**config.mk**
```make
export PLATFORM = sky130hd
export DESIGN_NAME = wt_mem_arbiter
export DESIGN_NICKNAME = d
export VERILOG_FILES = /design/src/rtl/wt_cache_pkg.sv /design/src/rtl/wt_mem_tx_cnt.sv /design/src/rtl/wt_mem_arbiter.sv
export SDC_FILE = /design/constraint.sdc
export NUM_CORES = 1
export LEC_CHECK = 0
export ABC_AREA = 1
export BUFFER_PORTS_ARGS = -buffer_cell sky130_fd_sc_hd__buf_2
export CORE_AREA = 4 4 314 316
export DETAILED_ROUTE_END_ITERATION = 12
export DIE_AREA = 0 0 318 320
export GPL_ROUTABILITY_DRIVEN = 0
export HOLD_SLACK_MARGIN = 0.03
export PLACE_DENSITY = 0.38
export SLEW_MARGIN = 20
export SYNTH_ARGS = -nofsm -noshare
export SYNTH_HDL_FRONTEND = slang
export SYNTH_SLANG_ARGS = --single-unit
export TNS_END_PERCENT = 20
```
**constraint.sdc**
```tcl
create_clock -name clk_i -period 9.4 [get_ports clk_i]
set_clock_uncertainty 0.2 [all_clocks]
set_input_delay 1.41 -clock clk_i [delete_from_list [all_inputs] [get_ports clk_i]]
set_output_delay 1.41 -clock clk_i [all_outputs]
set_load 0.01 [all_outputs]
```
**src/rtl/wt_cache_pkg.sv**
```systemverilog
// Shared request/return types for the write-through cache memory path.
// TID_W sets the per-source tid width that the arbiter widens by one source bit.
package wt_cache_pkg;

  localparam int unsigned TID_W = 2;

  typedef enum logic [1:0] {
    MEM_RTYPE_LOAD  = 2'd0,
    MEM_RTYPE_STORE = 2'd1,
    MEM_RTYPE_AMO   = 2'd2,
    MEM_RTYPE_IFILL = 2'd3
  } mem_rtype_e;

  typedef struct packed {
    mem_rtype_e       rtype;
    logic [TID_W-1:0] tid;
    logic [63:0]      paddr;
    logic [2:0]       size;
    logic [63:0]      data;
    logic             nc;
  } mem_src_req_t;

  typedef struct packed {
    mem_rtype_e     rtype;
    logic [TID_W:0] tid;
    logic [63:0]    paddr;
    logic [2:0]     size;
    logic [63:0]    data;
    logic           nc;
  } mem_req_t;

  typedef struct packed {
    mem_rtype_e     rtype;
    logic [TID_W:0] tid;
    logic [127:0]   data;
  } mem_rtrn_t;

  typedef struct packed {
    mem_rtype_e       rtype;
    logic [TID_W-1:0] tid;
    logic [127:0]     data;
  } mem_src_rtrn_t;

  // Prefix the source bit onto the tid; every other field passes through.
  function automatic mem_req_t tag_req(input mem_src_req_t r, input logic src);
    mem_req_t o;
    o.rtype = r.rtype;
    o.tid   = {src, r.tid};
    o.paddr = r.paddr;
    o.size  = r.size;
    o.data  = r.data;
    o.nc    = r.nc;
    return o;
  endfunction

  function automatic mem_src_rtrn_t strip_rtrn(input mem_rtrn_t r);
    mem_src_rtrn_t o;
    o.rtype = r.rtype;
    o.tid   = r.tid[TID_W-1:0];
    o.data  = r.data;
    return o;
  endfunction

endpackage

```
**src/rtl/wt_mem_tx_cnt.sv**
```systemverilog
// Per-source outstanding-transaction counter with saturating decrement
// and a sticky flag for returns that arrive with nothing outstanding.
module wt_mem_tx_cnt #(
  parameter int unsigned MaxOutstanding = 8
) (
  input  logic clk_i,
  input  logic rst_i,
  input  logic inc_i,
  input  logic dec_i,
  output logic full_o,
  output logic empty_o,
  output logic err_o
);

  localparam logic [3:0] MaxCnt = 4'(MaxOutstanding);

  logic [3:0] r_cnt;
  logic       r_err;
  logic       w_dec_ok;

  assign w_dec_ok = dec_i && (r_cnt != 4'd0);

  always_ff @(posedge clk_i) begin
    if (rst_i) begin
      r_cnt <= 4'd0;
      r_err <= 1'b0;
    end else begin
      if (inc_i && !w_dec_ok)      r_cnt <= r_cnt + 4'd1;
      else if (!inc_i && w_dec_ok) r_cnt <= r_cnt - 4'd1;
      if (dec_i && (r_cnt == 4'd0)) r_err <= 1'b1;
    end
  end

  assign full_o  = (r_cnt >= MaxCnt);
  assign empty_o = (r_cnt == 4'd0);
  assign err_o   = r_err;

endmodule

```
**src/rtl/wt_mem_arbiter.sv**
```systemverilog
// Round-robin I$/D$ arbiter into a single registered memory request slot,
// with per-source outstanding limits and same-cycle return routing.
module wt_mem_arbiter
  import wt_cache_pkg::*;
#(
  parameter int unsigned MaxOutstanding = 8,
  parameter int unsigned TidWidth       = TID_W
) (
  input  logic          clk_i,
  input  logic          rst_i,

  input  logic          icache_req_i,
  output logic          icache_ack_o,
  input  mem_src_req_t  icache_data_i,

  input  logic          dcache_req_i,
  output logic          dcache_ack_o,
  input  mem_src_req_t  dcache_data_i,

  output logic          mem_valid_o,
  input  logic          mem_ready_i,
  output mem_req_t      mem_req_o,

  input  logic          mem_rtrn_vld_i,
  input  mem_rtrn_t     mem_rtrn_i,

  output logic          icache_rtrn_vld_o,
  output mem_src_rtrn_t icache_rtrn_o,
  output logic          dcache_rtrn_vld_o,
  output mem_src_rtrn_t dcache_rtrn_o,

  output logic          idle_o,
  output logic          err_o
);

  logic     r_vld;
  logic     r_last_d;
  mem_req_t r_req;

  logic w_i_full, w_i_empty, w_i_err;
  logic w_d_full, w_d_empty, w_d_err;
  logic w_i_elig, w_d_elig;
  logic w_cap_en;
  logic w_gnt_i, w_gnt_d;
  logic w_rtrn_src;
  logic w_i_rtrn, w_d_rtrn;

  // Capture is blocked during reset so an ack never pairs with a dropped request.
  assign w_cap_en = !rst_i && (!r_vld || mem_ready_i);
  assign w_i_elig = icache_req_i && !w_i_full;
  assign w_d_elig = dcache_req_i && !w_d_full;

  assign w_gnt_i = w_cap_en && w_i_elig && (!w_d_elig || r_last_d);
  assign w_gnt_d = w_cap_en && w_d_elig && (!w_i_elig || !r_last_d);

  assign icache_ack_o = w_gnt_i;
  assign dcache_ack_o = w_gnt_d;

  always_ff @(posedge clk_i) begin
    if (rst_i) begin
      r_vld    <= 1'b0;
      r_last_d <= 1'b1;
    end else if (w_gnt_i || w_gnt_d) begin
      r_vld    <= 1'b1;
      r_last_d <= w_gnt_d;
    end else if (mem_ready_i) begin
      r_vld    <= 1'b0;
    end
  end

  // Payload needs no reset; it is only observed while r_vld is set.
  always_ff @(posedge clk_i) begin
    if (w_gnt_i)      r_req <= tag_req(icache_data_i, 1'b0);
    else if (w_gnt_d) r_req <= tag_req(dcache_data_i, 1'b1);
  end

  assign mem_valid_o = r_vld;
  assign mem_req_o   = r_req;

  assign w_rtrn_src = mem_rtrn_i.tid[TidWidth];
  assign w_i_rtrn   = mem_rtrn_vld_i && !rst_i && !w_rtrn_src;
  assign w_d_rtrn   = mem_rtrn_vld_i && !rst_i &&  w_rtrn_src;

  assign icache_rtrn_vld_o = w_i_rtrn;
  assign dcache_rtrn_vld_o = w_d_rtrn;
  assign icache_rtrn_o     = strip_rtrn(mem_rtrn_i);
  assign dcache_rtrn_o     = strip_rtrn(mem_rtrn_i);

  wt_mem_tx_cnt #(.MaxOutstanding(MaxOutstanding)) u_icnt (
    .clk_i   (clk_i),
    .rst_i   (rst_i),
    .inc_i   (w_gnt_i),
    .dec_i   (w_i_rtrn),
    .full_o  (w_i_full),
    .empty_o (w_i_empty),
    .err_o   (w_i_err)
  );

  wt_mem_tx_cnt #(.MaxOutstanding(MaxOutstanding)) u_dcnt (
    .clk_i   (clk_i),
    .rst_i   (rst_i),
    .inc_i   (w_gnt_d),
    .dec_i   (w_d_rtrn),
    .full_o  (w_d_full),
    .empty_o (w_d_empty),
    .err_o   (w_d_err)
  );

  assign idle_o = !r_vld && w_i_empty && w_d_empty;
  assign err_o  = w_i_err || w_d_err;

endmodule

```
* Word level (Yosys, flattened, before mapping)
Cells that the tools add are included.
Word-level totals: output and inout port bits 408, ROM bits 0, RAM bits 0, memories 0, latch bits 0, register bits 149, logic and storage cells 72, bits of input ports 411
Cells by class: shift operators 0, reduce and logical (&&, ||, !) cells 45, $add $sub $neg 4, muxes and demuxes 8, equality and inequality tests 0, $lt $le $gt $ge 2, div/mod/pow operators 0, bitwise logic cells 0, multipliers 0
Operators with widths (number):
- 137-bit 2-to-1 mux | 2
- 1-bit logical AND | 20
- 4-bit 2-to-1 mux | 4
- 1-bit zero test | 12
- 4-bit by 1-bit adder with 4-bit output, second input constant | 2
- 4-bit greater-or-equal comparator, second input constant | 2
- 4-bit zero test | 2
- 2-bit nonzero test | 4
- 4-bit nonzero test | 2
- 4-bit by 1-bit subtractor with 4-bit output, second input constant | 2
- 1-bit logical OR | 5
- 1-bit 2-to-1 mux | 2

* Logic depth before layout (Yosys ltp)
depth after elaboration 10, gate-level depth with buffers 17

* By module
Synthesis repeated with hierarchy kept, for this count alone.
Second synthesis, totals: cells, all modules 965, area, all modules 8742.1 sq um
By module, submodules not included:
- wt_mem_arbiter | cells an instance 871, times used 1, area an instance 8101.5 sq um, sequential area each 4144.0 sq um
- wt_mem_tx_cnt | cells an instance 47, times used 2, area an instance 320.3 sq um, sequential area each 100.1 sq um

* Least setup slack after synthesis
No wires, ideal clock.
kind in2reg, from input port rst_i, to register r_req (netlist bit mem_req_o[0]) (enable), arrival time 4.967 ns, path buffers 2, slack 3.732 ns, required time 8.699 ns, setup time 0.501 ns, cell stages on the path 7, cells stage by stage buf_6 clkinv_4 nand2_2 nor2_4 buf_2 inv_1 nand2_1
On the way: cells in the longest elaborated chain, start to end 5, elaborated cells on any way between the ends 7, classes of those cells 7 x reduce/logical
RTL lines:
- start, declared | line wt_mem_arbiter.sv:10 | input logic rst_i,
- 1-bit zero test | line wt_mem_arbiter.sv:49 | assign w_cap_en = !rst_i && (!r_vld || mem_ready_i);
- 1-bit logical AND | line wt_mem_arbiter.sv:49
- 1-bit logical AND (2 in series) | line wt_mem_arbiter.sv:53 | assign w_gnt_i = w_cap_en && w_i_elig && (!w_d_elig || r_last_d);
- via icache_ack_o | line wt_mem_arbiter.sv:13 | output logic icache_ack_o,
- 2-bit nonzero test (no source line)
- end signal, assigned | line wt_mem_arbiter.sv:73 | if (w_gnt_i) r_req <= tag_req(icache_data_i, 1'b0);
- end signal, assigned | line wt_mem_arbiter.sv:74 | else if (w_gnt_d) r_req <= tag_req(dcache_data_i, 1'b1);
- end, declared | line wt_mem_arbiter.sv:38 | mem_req_t r_req;
The timed path passes the listed nets, and every way through them passes these cells. A chain may end at the register's enable or synchronous reset.

* Final worst setup path
from input port icache_req_i, to output port icache_ack_o
On the way: cells in the longest elaborated chain, start to end 3
RTL lines:
- start, declared | line wt_mem_arbiter.sv:12 | input logic icache_req_i,
- 1-bit logical AND | line wt_mem_arbiter.sv:50 | assign w_i_elig = icache_req_i && !w_i_full;
- 1-bit logical AND (2 in series) | line wt_mem_arbiter.sv:53
- end, declared | line wt_mem_arbiter.sv:13
Every way passes these cells.

==> summary.txt <==
Timing
  – Final critical path time including I/O delays and setup: 4.345 ns
  – Highest attainable clock frequency: 0.2301 GHz
  – Total negative slack for setup checks: 0 ns
  – Setup repair after global routing missed its margin: false
  – Max-slew violation count: 0
  – Final setup violation count: 0
  – Worst-Margin Slew: 1.140 ns
  – Worst slew margin relative to its limit: 0.2402
  – Final-report hold violation count: 0
  – Share of the cycle needed by the critical path after routing: 0.4623

Synthesis
  – Post-synthesis net count: 1378
  – #FFs+latches synth: 149
  – Post-synthesis cell type count: 25
  – Main combinational cell family by area after synthesis: buffers and inverters
  – Post-synthesis cell count: 959
  – Synth area leader: sky130_fd_sc_hd__edfxtp_1
  – Top-area cell type share of the netlist area: 0.4713
  – Mux share of post-synthesis cell area: 0
  – Share of the yosys chip area belonging to registers: 0.5014
  – Simple logic cell fraction of the synthesized area: 0.2081
  – Biggest area contributors in the synthesized netlist: sky130_fd_sc_hd__edfxtp_1 (47%), sky130_fd_sc_hd__buf_4 (23%), sky130_fd_sc_hd__nand2_1 (19%), sky130_fd_sc_hd__dfxtp_1 (3.0%), sky130_fd_sc_hd__buf_6 (1.3%)
  – XOR/XNOR share of the synthesized area: 0.002022
  – Synth warnings: 0
  – Adder-cell area share of the yosys netlist: 0.01329
  – Synth Area per Inst: 9.035 um^2
  – Post-synthesis instance area: 8665 um^2
  – Post-synthesis compound-gate area fraction: 0.007076

Global route
  – Antenna violations before repair: 14
  – Total global routing overflow: 0
  – Total routing resource utilization after global routing: 0.1043
  – Wire length of the first global-routing pass: 69750 um
  – Via count of the first global-routing pass: 6665
  – Maximum number of pins on one net before global-route repair: 92

Floorplanning
  – Starting density of the core: 0.09026
  – Floorplan Core Area: 95990 um^2
  – Horizontal extent of the die: 318 um
  – Die height: 320 um
  – Full die area: 101800 um^2
  – Number of placement rows: 114
  – I/O pin count: 819

Clock tree
  – Hold-fix buffers at CTS: 0
  – Maximum buffer depth of the clock tree: 2
  – Clock latency reported for the late side of the worst-skew pair: 0.47 ns
  – Setup Buffers After CTS: 0
  – Number of gates resized after CTS: 0
  – Clock sinks: 149
  – Root Buffer: sky130_fd_sc_hd__clkbuf_16
  – CTS tree: yes
  – Number of buffers inserted during clock tree synthesis: 17
  – Number of levels in the clock H-tree: 4
  – Clock-pin slew on the worst setup and hold paths: 0.07 ns

Placed design
  – Number of buffer cells added on primary ports: 422
  – Detailed Place HPWL: 47430 um
  – Placed Instances: 2367

Setup path
  – Worst setup endpoint: icache_ack_o
  – Endpoint type of the worst setup path: output port
  – Critical setup path kind: in2out
  – Critical Path Source Type: input port
  – R2R Path End: mem_req_o[82]$_DFFE_PP_
  – R2R cell count: 7
  – Startpoint of the lowest-slack register-to-register path: u_icnt.r_cnt[3]$_SDFFE_PP0P_
  – CP startpoint: icache_req_i
  – Crit path max fanout: 24
  – Reg-to-reg setup timing slack: 6.13 ns
  – CP arrival: 2.74 ns
  – Data required time of the worst path: 7.79 ns

Pwr
  – Worst IR drop on VDD: 0.1300 mV
  – Leakage power: 0.004889 uW
  – Overall power of the completed layout: 1994 uW
  – Cell area power density: 185.3 nW/um^2

Finish
  – Syn-to-layout area delta: 24.20%
  – Most common library cell in the layout ignoring fill and taps: sky130_fd_sc_hd__nand2_1
  – Top library cells by usage in the layout, fill and taps aside: sky130_fd_sc_hd__nand2_1 (434), sky130_fd_sc_hd__buf_2 (422), sky130_fd_sc_hd__edfxtp_1 (136)
  – Net count of the finished layout: 1529
  – Non-filler instance count after layout: 2401
  – Layout cell share with drive strength beyond 1: 0.4176

Drt
  – Post-detailed-route count of antenna-violating nets: 0
  – Routed vias: 6734
  – DRC marker count from the first detailed-route iteration: 417
  – 1st-pass router iterations: 4
  – Routed len/inst: 23.01 um
  – Number of remaining DRC errors: 0
  – DR vias/cell: 2.805
  – Routed wire length: 55250 um

Worst hold path
  – Cell depth of the worst min-delay path: 2
  – Min-Delay Path Class: reg2reg

Run status
  – Result of the run: finished clean

Run
  – Max-cap viol count: 0
[worst max-delay path: stages]
cell and delay [ns]:
sky130_fd_sc_hd__buf_2 0.09, sky130_fd_sc_hd__inv_1 0.12, sky130_fd_sc_hd__nor2_1 0.16, sky130_fd_sc_hd__nand2_1 0.12, sky130_fd_sc_hd__nor2_4 0.55, sky130_fd_sc_hd__buf_2 0.25
[cell families after synthesis]
group / count (synthesis)
flip-flops: 149
AND/OR/NAND/NOR: 471
AO/OA/AOI/OAI: 12
adder cells (fa/ha/maj): 8
buffers and inverters: 317
XOR/XNOR: 2
[Yosys cell counts (all sizes together)]
cell type	number
nor3	1
nand2	436
or2	3
edfxtp	136
inv	21
fa	2
nand3	6
dfxtp	13
xor2	2
clkinv	1
o21ai	7
buf	294
nand3b	1
a31oi	1
clkbuf	1
ha	6
nor2	24
a21oi	4
[per-stage QoR]
stage	hold WS (ns)	area (um^2)	util	worst slack, ns
3_5_place_dp	0.2527	10190	0.1061	4.758
3_3_place_gp	0.2466	10190	0.1061	4.771
2_1_floorplan	0.2318	8665	-	3.732
5_1_grt	0.2910	10760	0.1121	4.913
6_report	0.2618	10760	0.1121	5.055
4_1_cts	0.2701	10760	0.1121	4.932
[power by group]
part | total, uW | internal [uW] | leakage [uW] | switching (uW)
logic | 419 | 139 | 0.00318 | 281
clock network | 710 | 370 | 0.000273 | 340
registers | 864 | 833 | 0.00143 | 30.6
[how the worst min path moves through the flow]
stage	from	endpoint	slack [ns]
after floorplan	u_dcnt.err_o$_SDFFE_PP0P_	u_dcnt.err_o$_SDFFE_PP0P_	0.23
after global placement	u_dcnt.err_o$_SDFFE_PP0P_	u_dcnt.err_o$_SDFFE_PP0P_	0.25
after detailed placement	u_dcnt.err_o$_SDFFE_PP0P_	u_dcnt.err_o$_SDFFE_PP0P_	0.25
after CTS	u_dcnt.err_o$_SDFFE_PP0P_	u_dcnt.err_o$_SDFFE_PP0P_	0.27
after global routing	u_dcnt.err_o$_SDFFE_PP0P_	u_dcnt.err_o$_SDFFE_PP0P_	0.29
final	u_dcnt.err_o$_SDFFE_PP0P_	u_dcnt.err_o$_SDFFE_PP0P_	0.26
[layout make-up]
cell class	instances	area, um^2
inverter	22	92.59
sequential	149	4344
tap	1276	1597
multi-input combinational	493	2004
timing repair buffer	427	2150
clock inverter	15	143.9
clock buffer	17	425.4
fill	11190	85230
antenna	2	5.005
[sequential cells by signal, summed over array words and instances (netlist names)]
register and cells:
r_last_d 1, mem_req_o 137, u_dcnt.r_cnt 4, u_icnt.err_o 1, u_icnt.r_cnt 4, mem_valid_o 1, u_dcnt.err_o 1
[metal layers]
| metal | share of wire | track usage | up-vias | routed length (um) |
|---|---|---|---|---|
| met5 | 0.00016 | 0.0004630 | - | 9 |
| met1 | 0.30 | 0.08863 | 2908 | 16320 |
| met2 | 0.51 | 0.1885 | 710 | 28160 |
| met3 | 0.16 | 0.07562 | 61 | 8928 |
| met4 | 0.033 | 0.03721 | 2 | 1835 |
| li1 | - | - | 3053 | - |
No activity file was read; power rests on OpenSTA's default activity.
